--- config.mk ---
export PLATFORM = sky130hd
export DESIGN_NAME = window_stream
export DESIGN_NICKNAME = d
export VERILOG_FILES = /design/src/rtl/window_stream_pkg.sv /design/src/rtl/window_stream_line_buffer.sv /design/src/rtl/window_stream.sv
export SDC_FILE = /design/constraint.sdc
export NUM_CORES = 1
export LEC_CHECK = 0
export CORE_AREA = 2 2 138 140
export DETAILED_ROUTE_END_ITERATION = 10
export DIE_AREA = 0 0 140 142
export GPL_TIMING_DRIVEN = 0
export PLACE_DENSITY = 0.89
export SETUP_SLACK_MARGIN = 0.05
export SYNTH_ARGS = -nofsm -noshare
export SYNTH_HDL_FRONTEND = slang
export SYNTH_SLANG_ARGS = --single-unit
--- constraint.sdc ---
create_clock -name clk -period 2.8 [get_ports clk]
set_clock_uncertainty 0.05 [all_clocks]
set_input_delay 0.56 -clock clk [delete_from_list [all_inputs] [get_ports clk]]
set_output_delay 0.56 -clock clk [all_outputs]
set_load 0.005 [all_outputs]
--- src/rtl/window_stream_pkg.sv ---
// Shared defaults and helpers for the window_stream pixel-window generator.
// The frame geometry and pixel width come from global macros so a whole
// imaging pipeline can be retargeted from one place; the fallbacks below
// apply when nothing else defines them.
`ifndef WORD_SIZE
`define WORD_SIZE 8
`endif
`ifndef FRAME_WIDTH
`define FRAME_WIDTH 8
`endif
`ifndef FRAME_HEIGHT
`define FRAME_HEIGHT 6
`endif

package window_stream_pkg;

    localparam int DEF_WORD_SIZE    = `WORD_SIZE;
    localparam int DEF_FRAME_WIDTH  = `FRAME_WIDTH;
    localparam int DEF_FRAME_HEIGHT = `FRAME_HEIGHT;
    localparam int DEF_WIN_W        = 3;
    localparam int DEF_WIN_H        = 3;
    localparam int DEF_ADDR_WIDTH   = 11;

    // Index width needed to address 'depth' RAM words (at least one bit).
    function automatic int idx_width(input int depth);
        return (depth > 1) ? $clog2(depth) : 1;
    endfunction

endpackage

--- src/rtl/window_stream_line_buffer.sv ---
// Circular delay line: the word read out is the one written DEPTH accepted
// cycles earlier. Read is combinational from the current pointer and the
// write lands at the same address, so each slot is read just before it is
// overwritten. RAM contents are deliberately not reset.
module line_buffer
    import window_stream_pkg::*;
#(
    parameter int WORD_SIZE  = DEF_WORD_SIZE,
    parameter int DEPTH      = DEF_FRAME_WIDTH - DEF_WIN_W,
    parameter int ADDR_WIDTH = DEF_ADDR_WIDTH
) (
    input  logic                 clk,
    input  logic                 reset_n,
    input  logic                 en_i,
    input  logic [WORD_SIZE-1:0] din_i,
    output logic [WORD_SIZE-1:0] dout_o
);

    localparam int IW = idx_width(DEPTH);
    localparam logic [ADDR_WIDTH-1:0] PTR_LAST = ADDR_WIDTH'(DEPTH - 1);

    logic [WORD_SIZE-1:0]  mem_q [2**IW];
    logic [ADDR_WIDTH-1:0] ptr_q;
    logic [ADDR_WIDTH-1:0] ptr_d;

    assign dout_o = mem_q[ptr_q[IW-1:0]];
    assign ptr_d  = (ptr_q == PTR_LAST) ? '0 : ptr_q + 1'b1;

    // Store the incoming word in the slot just read out.
    always_ff @(posedge clk) begin
        if (en_i) begin
            mem_q[ptr_q[IW-1:0]] <= din_i;
        end
    end

    // Advance the single read/write pointer on every accepted word.
    always_ff @(posedge clk or negedge reset_n) begin
        if (!reset_n) begin
            ptr_q <= '0;
        end else if (en_i) begin
            ptr_q <= ptr_d;
        end
    end

    // The pointer never exceeds DEPTH-1, so its high bits carry no address.
    if (ADDR_WIDTH > IW) begin : g_ptr_hi
        logic unused_ptr_hi;
        assign unused_ptr_hi = ^ptr_q[ADDR_WIDTH-1:IW];
    end

endmodule

--- src/rtl/window_stream.sv ---
// Streaming WIN_W x WIN_H pixel-window generator with frame tracking.
// p[0][0] holds the newest pixel; p[i][j] is the pixel i rows up and j
// columns left of it in raster order. col/row describe p[0][0]; dout_valid
// flags windows lying wholly inside the current frame, eof marks the last
// pixel of a frame.
module window_stream
    import window_stream_pkg::*;
#(
    parameter int WORD_SIZE    = DEF_WORD_SIZE,
    parameter int WIN_W        = DEF_WIN_W,
    parameter int WIN_H        = DEF_WIN_H,
    parameter int FRAME_WIDTH  = DEF_FRAME_WIDTH,
    parameter int FRAME_HEIGHT = DEF_FRAME_HEIGHT,
    parameter int ADDR_WIDTH   = DEF_ADDR_WIDTH
) (
    input  logic                               clk,
    input  logic                               reset_n,
    input  logic                               en,
    input  logic                               sof,
    input  logic [WORD_SIZE-1:0]               din,
    output logic [WIN_W*WIN_H*WORD_SIZE-1:0]   dout,
    output logic                               dout_valid,
    output logic [ADDR_WIDTH-1:0]              col,
    output logic [ADDR_WIDTH-1:0]              row,
    output logic                               eof
);

    localparam logic [ADDR_WIDTH-1:0] COL_LAST = ADDR_WIDTH'(FRAME_WIDTH - 1);
    localparam logic [ADDR_WIDTH-1:0] ROW_LAST = ADDR_WIDTH'(FRAME_HEIGHT - 1);
    localparam logic [ADDR_WIDTH-1:0] COL_MIN  = ADDR_WIDTH'(WIN_W - 1);
    localparam logic [ADDR_WIDTH-1:0] ROW_MIN  = ADDR_WIDTH'(WIN_H - 1);

    logic [WORD_SIZE-1:0]  tap_q  [WIN_H][WIN_W];
    logic [WORD_SIZE-1:0]  row_in [WIN_H];
    logic [ADDR_WIDTH-1:0] col_q, col_d;
    logic [ADDR_WIDTH-1:0] row_q, row_d;
    logic                  started_q;
    logic                  valid_q, valid_d;
    logic                  eof_q, eof_d;

    // Row 0 is fed by the input pixel, row i by the line buffer that delays
    // the pixel leaving the right end of row i-1.
    assign row_in[0] = din;

    for (genvar i = 1; i < WIN_H; i++) begin : g_lb
        line_buffer #(
            .WORD_SIZE  (WORD_SIZE),
            .DEPTH      (FRAME_WIDTH - WIN_W),
            .ADDR_WIDTH (ADDR_WIDTH)
        ) u_line_buffer (
            .clk     (clk),
            .reset_n (reset_n),
            .en_i    (en),
            .din_i   (tap_q[i-1][WIN_W-1]),
            .dout_o  (row_in[i])
        );
    end

    for (genvar i = 0; i < WIN_H; i++) begin : g_dout_row
        for (genvar j = 0; j < WIN_W; j++) begin : g_dout_col
            assign dout[(i*WIN_W+j+1)*WORD_SIZE-1 -: WORD_SIZE] = tap_q[i][j];
        end
    end

    // Position of the pixel about to land in p[0][0]. The first pixel after
    // reset and every sof-qualified pixel restart the frame at (0,0).
    always_comb begin
        col_d = col_q;
        row_d = row_q;
        if (sof || !started_q) begin
            col_d = '0;
            row_d = '0;
        end else if (col_q == COL_LAST) begin
            col_d = '0;
            row_d = (row_q == ROW_LAST) ? '0 : row_q + 1'b1;
        end else begin
            col_d = col_q + 1'b1;
        end
        valid_d = (row_d >= ROW_MIN) && (col_d >= COL_MIN);
        eof_d   = !sof && (col_d == COL_LAST) && (row_d == ROW_LAST);
    end

    // Shift every window row one pixel on each accepted cycle.
    always_ff @(posedge clk or negedge reset_n) begin
        if (!reset_n) begin
            for (int i = 0; i < WIN_H; i++) begin
                for (int j = 0; j < WIN_W; j++) begin
                    tap_q[i][j] <= '0;
                end
            end
        end else if (en) begin
            for (int i = 0; i < WIN_H; i++) begin
                tap_q[i][0] <= row_in[i];
                for (int j = 1; j < WIN_W; j++) begin
                    tap_q[i][j] <= tap_q[i][j-1];
                end
            end
        end
    end

    // Track frame position and register the per-pixel status pulses.
    always_ff @(posedge clk or negedge reset_n) begin
        if (!reset_n) begin
            col_q     <= '0;
            row_q     <= '0;
            started_q <= 1'b0;
            valid_q   <= 1'b0;
            eof_q     <= 1'b0;
        end else if (en) begin
            col_q     <= col_d;
            row_q     <= row_d;
            started_q <= 1'b1;
            valid_q   <= valid_d;
            eof_q     <= eof_d;
        end else begin
            valid_q   <= 1'b0;
            eof_q     <= 1'b0;
        end
    end

    assign col        = col_q;
    assign row        = row_q;
    assign dout_valid = valid_q;
    assign eof        = eof_q;

endmodule

Word level (Yosys, flattened, before mapping)
Memories as Yosys holds them, arrays and structs flattened. A register that Yosys moved wholly into a read port is not among the register bits.
Cells that the tools add are included.
{"block": "classes", "reduce_logical": 8, "n_addsub": 4, "eq_ne": 6, "mux": 11, "n_lt_le_gt_ge": 2}
{"cell": "$mux W11", "n": 7}
{"cell": "$eq A11 B3 Y1 const B", "n": 6}
{"cell": "$add A11 B1 Y11 const B", "n": 4}
{"cell": "$ge A11 B2 Y1 const B", "n": 2}
{"cell": "$logic_not A1 Y1", "n": 4}
{"cell": "$mux W1", "n": 4}
{"cell": "$logic_and A1 B1 Y1", "n": 3}
{"cell": "$logic_or A1 B1 Y1", "n": 1}
{"block": "word_totals", "ff_bits": 103, "word_cells": 47, "inputBits": 12, "out_inout_bits": 96, "memories": 2, "ramBits": 128}
{"memory": "g_lb[1].u_line_buffer.mem_q", "depth": 8, "word_bits": 8, "read_ports": 1, "rd_ports_with_merged_regs": 1, "wr": 1, "line": "window_stream_line_buffer.sv:22", "text": "logic [WORD_SIZE-1:0] mem_q [2**IW];"}
{"memory": "g_lb[2].u_line_buffer.mem_q", "depth": 8, "word_bits": 8, "read_ports": 1, "rd_ports_with_merged_regs": 1, "wr": 1, "line": "window_stream_line_buffer.sv:22"}

Depth between registers and ports, before layout
{"block": "depth", "ltp_word": 7, "ltp_mapped": 9}

Cells and area by module
Synthesis repeated with hierarchy kept, for this count alone.
{"block": "hier_totals", "cells_unflattened": 735, "hier_area_um2": 10547.6}
{"module": "line_buffer", "n_inst": 2, "cells_each": 184, "area_each_um2": 3051.7, "seq_area_each_um2": 2197.1}
{"module": "window_stream", "n_inst": 1, "cells_each": 367, "area_each_um2": 4444.3, "seq_area_each_um2": 2427.3}

Worst setup path after synthesis
No wires, ideal clock.
{"block": "synth_timing", "path_kind": "input-to-reg", "start": "in en", "end": "mem g_lb[2].u_line_buffer.mem_q[0][0] (netlist name), enable pin", "cell_stages": 5, "slack_ns": 0.311, "path_buffers": 3, "setup_ns": 0.383, "arrival_ns": 2.056, "cell_sequence": "clkbuf_1 > clkbuf_1 > clkbuf_1 > nand2_1 > nor3_1"}
{"block": "synth_via", "elab_chain_len": 2}
{"item": "from (decl)", "line": "window_stream.sv:18", "text": "input logic en,"}
{"item": "$mux W1", "line": "window_stream_line_buffer.sv:31", "text": "if (en_i) begin"}
{"item": "$mux W1 (implied by the code)", "line": "window_stream_line_buffer.sv:32", "text": "mem_q[ptr_q[IW-1:0]] <= din_i;"}
{"item": "to (decl)", "line": "window_stream_line_buffer.sv:22"}
No other way between the ends.

Worst setup path after layout
{"block": "layout_timing", "start": "in en", "end": "mem g_lb[2].u_line_buffer.mem_q[1][1] (netlist name), enable pin"}
Same word-level chain as after synthesis.

==> metrics.md <==
| Metric | Value |
|---|---|
| Run status | `finished, violations left` |
| Failing checks | `DRC, setup timing` |
| Vias in the first global route | `6631` |
| Net Count, Synth | `732` |
| Worst Path Arrival | `2.94 ns` |
| Top FF cell, synth | `edfxtp_1` |
| Routed WL | `22100 microns` |
| Top area cells in the synthesized netlist | `edfxtp_1, dfrtp_1, mux4_2` |
| Clock tree buffer depth | `3` |
| Largest fanout on the critical path | `10` |
| Worst setup endpoint | `g_lb[2].u_line_buffer.mem_q[1][1]$_DFFE_PP_` |
| Maximum vdd drop | `0.529 mV` |
| Drc violations | `10` |
| Worst-margin pin slew | `0.803 ns` |
| Rel. slew slack | `0.463` |
| Die height | `142 microns` |
| R2R cell count | `8` |
| Final nets | `867` |
| GRT Total Usage | `0.229` |
| CP Launch Type | `input pin` |
| Via density | `6.01` |
| Num rows | `50` |
| Share of the synthesized area in the top cell type | `0.372` |
| Antenna Cells | `0` |
| Clk sink count | `247` |
| Avg Cell Area, Syn | `14.5 sq um` |
| DRT iter0 DRCs | `544` |
| Endpoint type of the worst setup path | `flip-flop` |
| Gr ovfl total | `0` |
| # IOs | `108` |
| Finished Layout Cells | `1100` |
| Inserted Clock Buffers | `25` |
| Post-route ant nets | `0` |
| Post-DP HPWL | `14800 microns` |
| Post-route design area | `12500 sq um` |
| Final Hold Viols | `0` |
| Port Buffers | `106` |
| Core Footprint | `18500 sq um` |
| Placed Cells | `1054` |
| Minimum clock period after layout | `2.85 ns` |
| Largest net degree at the start of global routing | `65` |
| Layout cells sized above 1 | `0.192` |
| Synth-to-layout area growth | `21.4%` |
| Achievable frequency | `351 MHz` |
| Setup TNS after final layout | `-0.450 ns` |
| Final worst slack | `-0.0468 ns` |
| Fraction of the yosys area taken by sequential cells | `0.661` |
| Worst slack at placement | `-0.854 ns` |
| Required time of the critical path | `2.90 ns` |
| Setup Crit Path Kind | `in2reg` |
| Final Util | `0.679` |
| Clock Latency Late Sink | `0.52 ns` |
| Synthesized area | `10300 sq um` |
| Seq cells post-synth | `247` |
| Worst-path clk slew | `0.06 ns` |
| PD cells | `909 nW/um^2` |
| Yosys Warn Count | `0` |
| Initial antenna violation count | `0` |
| Cells after synthesis | `713` |
| Lkg Pwr | `4.63 nW` |
| Drt first pass iters | `10` |
| Min-delay worst type | `reg2reg` |
| R2R Path Start | `col[0]$_DFFE_PN0P_` |
| Total of max-cap violations | `0` |
| Yosys cell types | `57` |
| Gp weighted congestion | `0.913` |
| Number of synthesized flops with an enable pin | `128` |
| Wire per inst | `20.1 microns` |
| Setup violators final | `21` |
| R2R Path End | `eof$_DFF_PN0_` |
| Area after DPL | `11700 sq um` |
| Post-synth top area cell | `edfxtp_1` |
| DIE WIDTH | `140 microns` |
| CTS tree | `done` |
| Unrepaired setup endpoints after global routing | `true` |
| First-pass GRT wire length | `35700 microns` |
| Initial Utilization | `0.559` |
| CTS Root Cell | `clkbuf_16` |
| FF-to-FF setup slack | `0.25 ns` |
| Total number of vias | `6611` |
| H-tree depth | `1` |
| Hold WS | `0.437 ns` |
| # fillers | `1218` |
| Share of flip-flops with an asynchronous set or reset | `0.482` |
| Number of max-slew violations in the final report | `0` |
| Die area | `19900 sq um` |
| Crit path from | `en` |
| Period utilisation layout | `1.02` |
| Total Power | `11.4 mW` |
==> timing repair <==
item / 4_1_cts / 5_1_grt
buffers inserted: 0 / 0
gates resized for setup: 4 / 7
setup endpoints to repair: 32 / 73
endpoints found under the hold margin: 55 / 0
hold buffers: 1 / 0
gates cloned: 0 / 0
==> cell type report <==
type                       instances  area [sq um]  share of cell area
buffer                            38           166              0.0133
multi-input combinational        419          3350               0.267
clock buffer                      35           713              0.0569
timing repair buffer             108          1100              0.0878
sequential                       247          6820               0.544
tap                              234           293              0.0234
clock inverter                    10          56.3             0.00449
inverter                           9          33.8             0.00270
==> layout by cell type, fill, tap and decap left out, types with 3 or more instances in the layout <==
master           instances
xnor2_1                 16
mux2i_1                  3
a21oi_1                  5
nor3_1                   5
edfxtp_1               128
buf_1                    5
clkinv_1                 4
clkbuf_1                24
buf_2                   13
and3_1                   5
nor4_1                   3
nor3_4                   3
dfrtp_1                119
nand2b_1                 4
clkdlybuf4s50_1        105
inv_1                    8
ha_1                     7
o21ai_0                 22
nor2_1                  39
o21ai_1                 10
nor2b_1                  3
nand4_1                 16
nand3_1                 21
clkbuf_8                 5
mux2_2                  57
clkbuf_16               25
nor3_2                   5
o31ai_1                  6
mux4_2                  32
o2bb2ai_1                4
xor2_1                  11
a21o_1                   3
clkinv_2                 4
nor2_2                   5
a31oi_1                 19
nand2_1                 81
==> flip-flops by register name (all words and copies together), names as in the netlist <==
name	count
col	11
eof	1
g_lb.u_line_buffer.ptr_q	22
started_q	1
g_lb.u_line_buffer.mem_q	128
dout	72
row	11
dout_valid	1
==> layer usage <==
layer  wire length, microns  GRT usage  share of wire  vias to the layer above
met2                  10900      0.388           0.49                      330
met1                   8480      0.290           0.38                     3277
li1                       -          -              -                     2937
met3                   1810     0.0461          0.082                       67
met5                      0          0              0                        -
met4                    913      0.101          0.041                        0
==> worst min-delay path by stage <==
stage                                                           start                                     endpoint  slack (ns)  cells after the start
after floorplan                                               reset_n                           col[0]$_DFFE_PN0P_        0.21                      0
after global placement    g_lb[1].u_line_buffer.ptr_q[10]$_DFFE_PN0P_  g_lb[1].u_line_buffer.ptr_q[10]$_DFFE_PN0P_        0.41                      1
after detailed placement  g_lb[1].u_line_buffer.ptr_q[10]$_DFFE_PN0P_  g_lb[1].u_line_buffer.ptr_q[10]$_DFFE_PN0P_        0.41                      1
after CTS                 g_lb[1].u_line_buffer.ptr_q[10]$_DFFE_PN0P_  g_lb[1].u_line_buffer.ptr_q[10]$_DFFE_PN0P_        0.42                      1
after global routing                            started_q$_DFFE_PN0P_                        started_q$_DFFE_PN0P_        0.45                      1
final                     g_lb[2].u_line_buffer.ptr_q[10]$_DFFE_PN0P_  g_lb[2].u_line_buffer.ptr_q[10]$_DFFE_PN0P_        0.44                      1
==> power breakdown <==
part	switching [mW]	internal (mW)
logic	1.27	1.59
clock network	1.33	1.78
registers	0.651	4.77
==> logic make-up after synthesis <==
group / synth area share
AO/OA/AOI/OAI: 0.0497
XOR/XNOR: 0.0229
adder cells (fa/ha/maj): 0.00848
buffers and inverters: 0.0194
flip-flops: 0.661
multiplexers: 0.135
AND/OR/NAND/NOR: 0.104
==> synthesized netlist by cell type (all sizes together), types with 2 or more instances <==
master / count
o22ai: 2
and3: 5
inv: 8
nor3: 13
o21ai: 32
ha: 7
nor4: 5
o41ai: 2
nor2b: 3
a31o: 3
nand2b: 4
edfxtp: 128
xnor2: 16
or4b: 3
mux2i: 3
a31oi: 19
o2bb2ai: 4
clkbuf: 19
or3b: 2
dfrtp: 119
or3: 2
or2: 2
buf: 19
mux4: 32
o31ai: 6
a21oi: 5
nand3: 22
nand2: 82
nand4: 16
xor2: 11
and4: 2
nor2: 44
mux2: 57
a21o: 3
o31a: 2
==> worst max-delay path, cell delays in order <==
cell and delay, ns:
clkbuf_1 0.33, clkbuf_1 0.50, clkbuf_1 0.59, nand2_1 0.27, nor2_1 0.68
Note: power is estimated with default switching activity, not from simulation.
